## src/rtl/vga_timing_gen.sv

```systemverilog
// 640x480@60Hz VGA raster timing generator: pixel-enable divider, free-running
// column/line counters, registered sync pulses, visible-area flag and frame pulse.
module vga_timing_gen #(
    parameter int CLK_DIV     = 4,
    parameter int H_TOTAL     = 800,
    parameter int H_SYNC      = 96,
    parameter int H_VIS_START = 144,
    parameter int H_VIS_END   = 784,
    parameter int V_TOTAL     = 525,
    parameter int V_SYNC      = 2,
    parameter int V_VIS_START = 35,
    parameter int V_VIS_END   = 515
) (
    input  logic       clk,
    input  logic       rst_n,
    output logic       pix_en,
    output logic [9:0] hCount,
    output logic [9:0] vCount,
    output logic       hSync,
    output logic       vSync,
    output logic       bright,
    output logic       frame_start
);

    localparam int DIV_W = (CLK_DIV > 1) ? $clog2(CLK_DIV) : 1;

    logic [DIV_W-1:0] r_div;
    logic             r_pix_en;
    logic [9:0]       r_h;
    logic [9:0]       r_v;
    logic             r_hsync;
    logic             r_vsync;
    logic             r_bright;
    logic             r_frame_start;

    logic             w_div_last;
    logic             w_h_last;
    logic             w_v_last;
    logic [9:0]       w_h_nxt;
    logic [9:0]       w_v_nxt;
    logic [10:0]      w_h_ext;
    logic [10:0]      w_v_ext;

    assign w_div_last = (r_div == DIV_W'(CLK_DIV - 1));
    assign w_h_last   = (r_h == 10'(H_TOTAL - 1));
    assign w_v_last   = (r_v == 10'(V_TOTAL - 1));

    always_comb begin
        w_h_nxt = r_h;
        w_v_nxt = r_v;
        if (r_pix_en) begin
            if (w_h_last) begin
                w_h_nxt = '0;
                w_v_nxt = w_v_last ? 10'd0 : r_v + 10'd1;
            end else begin
                w_h_nxt = r_h + 10'd1;
            end
        end
    end

    // 11-bit compares so a visible-end bound equal to 1024 still works.
    assign w_h_ext = {1'b0, w_h_nxt};
    assign w_v_ext = {1'b0, w_v_nxt};

    always_ff @(posedge clk or negedge rst_n) begin
        if (!rst_n) begin
            r_div    <= '0;
            r_pix_en <= 1'b0;
        end else begin
            r_div    <= w_div_last ? '0 : r_div + DIV_W'(1);
            r_pix_en <= w_div_last;
        end
    end

    // Sync and bright derive from the next position, so they never lag the counters.
    always_ff @(posedge clk or negedge rst_n) begin
        if (!rst_n) begin
            r_h           <= '0;
            r_v           <= '0;
            r_hsync       <= 1'b0;
            r_vsync       <= 1'b0;
            r_bright      <= 1'b0;
            r_frame_start <= 1'b0;
        end else begin
            r_h           <= w_h_nxt;
            r_v           <= w_v_nxt;
            r_hsync       <= (w_h_ext >= 11'(H_SYNC));
            r_vsync       <= (w_v_ext >= 11'(V_SYNC));
            r_bright      <= (w_h_ext >= 11'(H_VIS_START)) && (w_h_ext < 11'(H_VIS_END)) &&
                             (w_v_ext >= 11'(V_VIS_START)) && (w_v_ext < 11'(V_VIS_END));
            r_frame_start <= r_pix_en && (w_h_nxt == 10'd0) && (w_v_nxt == 10'd0);
        end
    end

    assign pix_en      = r_pix_en;
    assign hCount      = r_h;
    assign vCount      = r_v;
    assign hSync       = r_hsync;
    assign vSync       = r_vsync;
    assign bright      = r_bright;
    assign frame_start = r_frame_start;

endmodule
```

## config.mk

```make
export PLATFORM = sky130hd
export DESIGN_NAME = vga_timing_gen
export DESIGN_NICKNAME = d
export VERILOG_FILES = /design/src/rtl/vga_timing_gen.sv
export SDC_FILE = /design/constraint.sdc
export NUM_CORES = 1
export LEC_CHECK = 0
export CAP_MARGIN = 40
export CORE_ASPECT_RATIO = 0.9
export CORE_MARGIN = 2
export CORE_UTILIZATION = 47
export DETAILED_ROUTE_END_ITERATION = 12
export PLACE_DENSITY = 0.86
export SYNTH_ARGS = -nofsm -noshare
export SYNTH_HDL_FRONTEND = slang
export SYNTH_SLANG_ARGS = --single-unit
```

## constraint.sdc

```tcl
create_clock -name clk -period 2.35 [get_ports clk]
set_input_delay 0.47 -clock clk [delete_from_list [all_inputs] [get_ports clk]]
set_output_delay 0.47 -clock clk [all_outputs]
set_load 0.02 [all_outputs]
```

== After elaboration in Yosys (flattened, before gate mapping) ==
Cells that the tools add are included.

* Flip-flop bits (word level): 27
* Bits in writable memories: 0
* Word-level logic and storage cells: 33
* Memories: 0
* Bits in latches: 0
* Output and inout port bits: 25
* ROM bits: 0
* Input port bits: 2

* Eq/ne operators: 3
* $lt $le $gt $ge: 6
* Div/mod/pow operators: 0
* Multiplexer cells: 6
* Shift operators: 0
* Reductions and logical operators: 7
* $mul: 0
* Bitwise operators: 0
* Add/sub/neg operators: 3

{| class="wikitable"
|+ Operators by type and width
! operator !! number
|-
| 10-bit 2-to-1 mux || 5
|-
| 10-bit by 1-bit adder with 10-bit output, second input constant || 2
|-
| 10-bit == test, second input constant || 2
|-
| 10-bit zero test || 2
|-
| 10-bit < comparator, second input constant || 2
|-
| 10-bit by 2-bit >= comparator with 1-bit output, second input constant || 1
|-
| 10-bit by 6-bit >= comparator with 1-bit output, second input constant || 1
|-
| 10-bit by 7-bit >= comparator with 1-bit output, second input constant || 1
|-
| 10-bit by 8-bit >= comparator with 1-bit output, second input constant || 1
|-
| 1-bit logical AND || 5
|-
| 2-bit by 1-bit adder with 2-bit output, second input constant || 1
|-
| 2-bit == test, second input constant || 1
|-
| 2-bit 2-to-1 mux || 1
|}

== Longest topological paths before layout ==
Gate-level depths: netlist of the first run.

* Depth after elaboration: 7
* Depth in mapped cells: 12
* Gate-level depth less buffers: 9

== Least setup slack after synthesis of the first run ==
No wires, ideal clock.

* Path kind: reg-to-reg
* Start: reg r_h[0] (netlist: hCount[0])
* End: reg r_frame_start (netlist: frame_start)
* Path slack: -0.167 ns
* Cell stages (with the launch flop): 11
* Buffers on the path: 2
* Setup time: 0.096 ns
* Data arrival time: 2.421 ns
* Cell sequence: dfrtp_1 > ha_1 > buf_4 > and4b_1 > buf_4 > nand3_4 > nor3_1 > mux2_4 > nor3_2 > nand4_2 > nor4_2

* Elaborated cells between the ends (all ways): 10
* Those cells by class: add/sub: 1; eq/ne: 1; mux: 4; reduce/logical: 4

{| class="wikitable"
|+ RTL lines
! what !! line !! text
|-
| from (decl) || 29 || <nowiki>logic [9:0] r_h;</nowiki>
|-
| from (signal assigned) || 85 || <nowiki>r_h <= w_h_nxt;</nowiki>
|-
| 10-bit == test || 45 || <nowiki>assign w_h_last = (r_h == 10'(H_TOTAL - 1));</nowiki>
|-
| 10-bit 2-to-1 mux || 52 || <nowiki>if (w_h_last) begin</nowiki>
|-
| 10-bit 2-to-1 mux || 51 || <nowiki>if (r_pix_en) begin</nowiki>
|-
| net w_v_nxt[8] || 40 || <nowiki>logic [9:0] w_v_nxt;</nowiki>
|-
| 10-bit zero test || 91 || <nowiki>r_frame_start <= r_pix_en && (w_h_nxt == 10'd0) && (w_v_nxt == 10'd0);</nowiki>
|-
| 1-bit logical AND || 91 ||
|-
| to (signal assigned) || 91 ||
|-
| to (decl) || 34 || <nowiki>logic r_frame_start;</nowiki>
|}

The timed path passes the listed nets, and every way through them passes these cells.

== Worst setup path in the final report of the first run ==
* Start: reg r_h[1] (netlist: hCount[1])
* End: reg r_frame_start (netlist: frame_start)

The elaborated chain is that of the path after synthesis.

==> results.toml, run 1 <==
[logic_synthesis]
synthTopCellsByArea = "dfrtp_1, xnor2_1, nand3_1, nand2_1, ha_1"
muxShareOfSynthArea_pct = 2.292
yosysTopAreaCellShare_pct = 42.69
synth_common_cells = "dfrtp_1, nand2_1, nand3_1"
synth-simple-area-share_pct = 26.40
seq_area_frac_synth_pct = 42.69
synth-main-ff-cell = "dfrtp_1"
synth_area_sq_mm = 0.001583
yosys_warnings = 0
post-synth-top-count-cell = "dfrtp_1"
synth-xor-area-share_pct = 5.534
syn_area_per_cell_sq_um = 9.892
async_flop_share_pct = 100.0
synth-compound-area-share_pct = 12.65
synth_top_family_by_area = "simple AND/OR/NAND/NOR gates"
ys_ff_latch = 27
netlist_instances = 160
synth_fa_ha_area_share_pct = 3.162
yosys.area.top_type = "dfrtp_1"
ys_types = 47
synth_edf_count = 0
synth.net_count = 166

[timing]
worst_pin_slew_ps = 393.8
finalHoldViolations = 0
min_period_over_period_pct = 93.32
slew_violations = 0
timing.fmax_mhz = 456.0
fin_crit_ps = 2193
tns_ps = 0
finalSetupViolations = 0
clock-skew-final_ps = 1.325
relSlewSlack_pct = 73.47

[final_layout]
layout-drive-gt1-share_pct = 18.72
final_nets = 194
area_growth_pct = 23.72
final_area_sq_mm = 0.001958
antenna_cells = 0

[grt]
antenna_found_initial = 0
grt_pass1_wl_um = 6106
grt-ovfl-total = 0
grt_pass1_vias = 1311
grt_usage_pct = 20.58
grt_max_degree = 28

[place]
routabilityCongestion = 0.9002
dpl.hpwl_um = 2663
io_buffer_count = 26
dpl-instance-area_sq_mm = 0.001888

[cts]
ctsHoldBuffers = 0
cts-root-buf = "clkbuf_8"
path_clk_slew_ps = 90
cts_max_level = 1
cts_max_path_buffers = 2
cts_tree = "done"
clock_latency_ps = 260
cts_made_buffers = 3
cts.sink_count = 27

[detailed_routing]
drtIter0Drc = 105
viasPerCell = 5.760
vias = 1319
drt-pass1-iter-count = 4
wl_um = 3556
ant_nets = 0
wl_per_cell_um = 15.53
drcViolationCount = 0

[power_and_ir_drop]
ir_worst_vdd_v = 0.0002847
powerDensity_mw_per_mm2 = 372.4
leakagePower_nw = 0.7956

[floorplan]
fp.dieH_um = 59.05
initial_core_util_pct = 50.44
ios = 27
die_w_um = 65.17
placementRows = 19
core-area_sq_mm = 0.003138
die-area_sq_mm = 0.003848

[outcome]
status = "complete, no violations"

[worst_setup_path]
cp-end-kind = "flop"
cp.arrival_ps = 2370
cp_max_fo = 9
startpoint_type = "flop"
cp_data_required_time_ps = 2530
path_class = "flop to flop"

[min_path]
min_path_type = "flop to flop"

[flow_run]
maxCapViolations = 0
flip-flops by register name, indices dropped and copies added (netlist names):
name and flops:
pix_en 1, r_div 2, hCount 10, vCount 10, frame_start 1, hSync 1
bright 1, vSync 1
worst max-delay path, cell delays in order (launching register included):
cell and delay [ps]:
dfrtp_2 450, ha_4 210, and4b_1 280, nand3_4 100, or3_4 400, xnor2_2 160, nor3_4 230, nand4_2 120
nor4_2 150
through the flow:
stage | total power [W] | hold WS [ps] | utilization, % | setup WS (ps) | cells
global placement | 0.0004851 | 413.9 | 60.17 | 217.6 | 224
detailed placement | 0.0004855 | 425.3 | 60.17 | 149.1 | 224
CTS | 0.0007404 | 437.9 | 61.64 | 122.8 | 228
global route | 0.0007662 | 462.7 | 62.40 | -2.503 | 229
floorplan | 0.0004735 | 174.4 | - | 89.44 | 160
finish | 0.0007292 | 432.4 | 62.40 | 157.0 | 229
routing by layer:
metal  wire length, um  global-route usage, %
met1              1498                  27.32
met2              1815                  34.99
met3               175                  2.662
met4                66                  7.440
met5                 0                      0
placed cells by master (no fill, tap or decap), types with 3 or more instances in the layout:
master and n:
clkdlybuf4s50_1 26, a21oi_1 7, ha_1 3, nor3_2 4, xnor2_1 7, dfrtp_1 25, nand4_1 5, buf_4 7
clkbuf_8 3, inv_1 8, nor2_1 8, o21ai_0 5, nand3_1 13, nand2_1 16
layout make-up:
class / instances / area [sq um]
clock buffer: 3 / 41.29
sequential: 27 / 678.2
inverter: 8 / 30.03
tap: 42 / 52.55
fill: 284 / 1180
clock inverter: 1 / 5.005
timing repair buffer: 33 / 312.8
multi-input combinational: 115 / 838.3
path summary, 6_finish.rpt:
| check | slack (ps) | end | startpoint | depth (start not counted) |
|---|---|---|---|---|
| max | 160 | frame_start | hCount[1] | 8 |
| min | 430 | r_div[0] | r_div[0] | 1 |
| max reg2reg | 160 | frame_start | hCount[1] | 8 |
| min reg2reg | 430 | r_div[0] | r_div[0] | 1 |
| max in group asynchronous | 1510 | hCount[0] | rst_n | 2 |
| min in group asynchronous | 570 | r_div[1] | rst_n | 2 |
timing repair:
action | 4_1_cts | 5_1_grt
endpoints found under the setup margin | 0 | 2
hold endpoints to repair | 0 | 0
gates resized for setup | 0 | 3
setup buffers | 0 | 1
logic make-up (layout without fill, tap and decap cells):
kind of cell | count (synthesis) | in the layout
multiplexers | 3 | 3
XOR/XNOR | 10 | 10
flip-flops | 27 | 27
adder cells (fa/ha/maj) | 4 | 4
AO/OA/AOI/OAI | 30 | 30
buffers and inverters | 18 | 45
AND/OR/NAND/NOR | 68 | 68
report_power, final:
| group | internal [W] | leakage [nW] | switching, W | total, W |
|---|---|---|---|---|
| logic | 0.00000254 | 0.411 | 0.00000888 | 0.0000114 |
| clock network | 0.000118 | 0.0255 | 0.000135 | 0.000254 |
| registers | 0.000464 | 0.360 | 0 | 0.000464 |
| total | 0.000585 | 0.796 | 0.000144 | 0.000729 |
Power figures use the tool's default switching activity.
==> inputs of run 2 (changes only) <==
--- a/config.mk
+++ b/config.mk
@@ -11,6 +11,7 @@
 export CORE_UTILIZATION = 47
 export DETAILED_ROUTE_END_ITERATION = 12
 export PLACE_DENSITY = 0.86
+export SLEW_MARGIN = 20
 export SYNTH_ARGS = -nofsm -noshare
 export SYNTH_HDL_FRONTEND = slang
 export SYNTH_SLANG_ARGS = --single-unit
==> results of run 2 <==
Final layout, timing and power as in run 1 (identical DEF).
==> inputs of run 3 (changes only) <==
--- a/config.mk
+++ b/config.mk
@@ -10,6 +10,7 @@
 export CORE_MARGIN = 2
 export CORE_UTILIZATION = 47
 export DETAILED_ROUTE_END_ITERATION = 12
+export MAX_ROUTING_LAYER = met4
 export PLACE_DENSITY = 0.86
 export SLEW_MARGIN = 20
 export SYNTH_ARGS = -nofsm -noshare
==> results.toml, run 3 (synthesis results as in run 1) <==
[final_layout]
mostFrequentLayoutCell = "clkdlybuf4s50_1"
layout-drive-gt1-share_pct = 19.15
final_area_sq_mm = 0.001964
area_growth_pct = 24.11
antenna_cells = 0
final_nets = 195
fill_cells = 276
final_cell_mix = "clkdlybuf4s50_1, dfrtp_1, nand2_1, nand3_1"
post-route-util_pct = 62.60

[timing]
finalSetupViolations = 0
min_period_over_period_pct = 92.59
finalHoldViolations = 0
slew_violations = 0
tns_ps = 0
worst_pin_slew_ps = 346.1
timing.fmax_mhz = 459.6
relSlewSlack_pct = 76.69
fin_crit_ps = 2176
clock-skew-final_ps = 1.590

[place]
routabilityCongestion = 0.9263
dpl.hpwl_um = 2694
dpl-instance-area_sq_mm = 0.001888
io_buffer_count = 26

[cts]
cts-root-buf = "clkbuf_8"
cts_max_level = 1
cts_max_path_buffers = 2
cts_made_buffers = 3
cts_tree = "done"
path_clk_slew_ps = 90
cts.sink_count = 27
ctsHoldBuffers = 0
clock_latency_ps = 270

[grt]
grt_usage_pct = 20.73
antenna_found_initial = 0
grt-ovfl-total = 0
grt_pass1_wl_um = 6023
grt_pass1_vias = 1346
grt_max_degree = 28

[min_path]
min_path_type = "flop to flop"
min_path_cells = 1

[floorplan]
core-area_sq_mm = 0.003138
ios = 27
die_w_um = 65.17
fp.dieH_um = 59.05
die-area_sq_mm = 0.003848
initial_core_util_pct = 50.44
placementRows = 19

[detailed_routing]
drt-pass1-iter-count = 4
wl_per_cell_um = 15.33
drtIter0Drc = 126
vias = 1321
drcViolationCount = 0
wl_um = 3526
viasPerCell = 5.743
ant_nets = 0

[worst_setup_path]
r2r_cells = 8
cp-end-kind = "flop"
startpoint_type = "flop"
cp_cell_sequence = "ha_4 -> and4b_1 -> nand3_4 -> nor3_2 -> mux2_4 -> nor3_4 -> nand4_2 -> nor4_2"
crit_family = "simple AND/OR/NAND/NOR gates"
path_class = "flop to flop"
reg2reg_slack_ps = 170
worst-path-buf-inv = 0
path_depth = 8
critPathSlowestCell = "dfrtp_2"
cp_max_fo = 9
cp.arrival_ps = 2360
cp_data_required_time_ps = 2540
max_stage_delay_ps = 460

[flow_run]
maxCapViolations = 0

[power_and_ir_drop]
powerDensity_mw_per_mm2 = 377.0
leakagePower_nw = 0.8000
ir_worst_vdd_v = 0.0003848

[outcome]
status = "complete, no violations"
==> run 3: metal layers <==
layer / vias to the layer above / share of wire [%] / track usage [%]
li1: 632 / - / -
met1: 638 / 44 / 25.15
met2: 40 / 50 / 36.44
met3: 11 / 3.9 / 2.662
met4: 0 / 2.3 / 6.250
met5: - / 0 / -
==> run 3: area by class of cell <==
cell class              count  area [sq um]  share of cell area [%]
multi-input cells         115         837.1                   42.61
inverters                   8         30.03                   1.529
clock buffers               3         41.29                   2.102
flip-flops and latches     27         678.2                   34.52
well taps                  42         52.55                   2.675
clock inverters             1         5.005                  0.2548
repair buffers             34         320.3                   16.31
==> run 3: stage by stage <==
stage	hold WS, ps	cells	setup WS (ps)	power, W
floorplan	174.4	160	89.44	0.0004735
global placement	413.6	224	206.0	0.0004850
detailed placement	428.1	224	102.3	0.0004857
CTS	441.1	228	89.85	0.0007461
global route	451.8	230	-0.9335	0.0007669
finish	437.4	230	174.0	0.0007405
==> run 3: final timing paths <==
path	startpoint	end
max	hCount[1]	frame_start
min	r_div[0]	r_div[0]
max reg2reg	hCount[1]	frame_start
min reg2reg	r_div[0]	r_div[0]
max in group asynchronous	rst_n	hCount[0]
min in group asynchronous	rst_n	r_div[1]
==> run 3: power by group <==
part	leakage (nW)	internal (W)	total [W]	switching, W
clock	0.0255	0.000119	0.000265	0.000146
combinational	0.415	0.00000254	0.0000114	0.00000891
sequential	0.360	0.000464	0.000464	0
==> run 3: timing repair <==
action                                  CTS  global route
endpoints found under the setup margin    0             1
resized for setup                         0             3
setup buffers                             0             2
hold endpoints to repair                  0             0
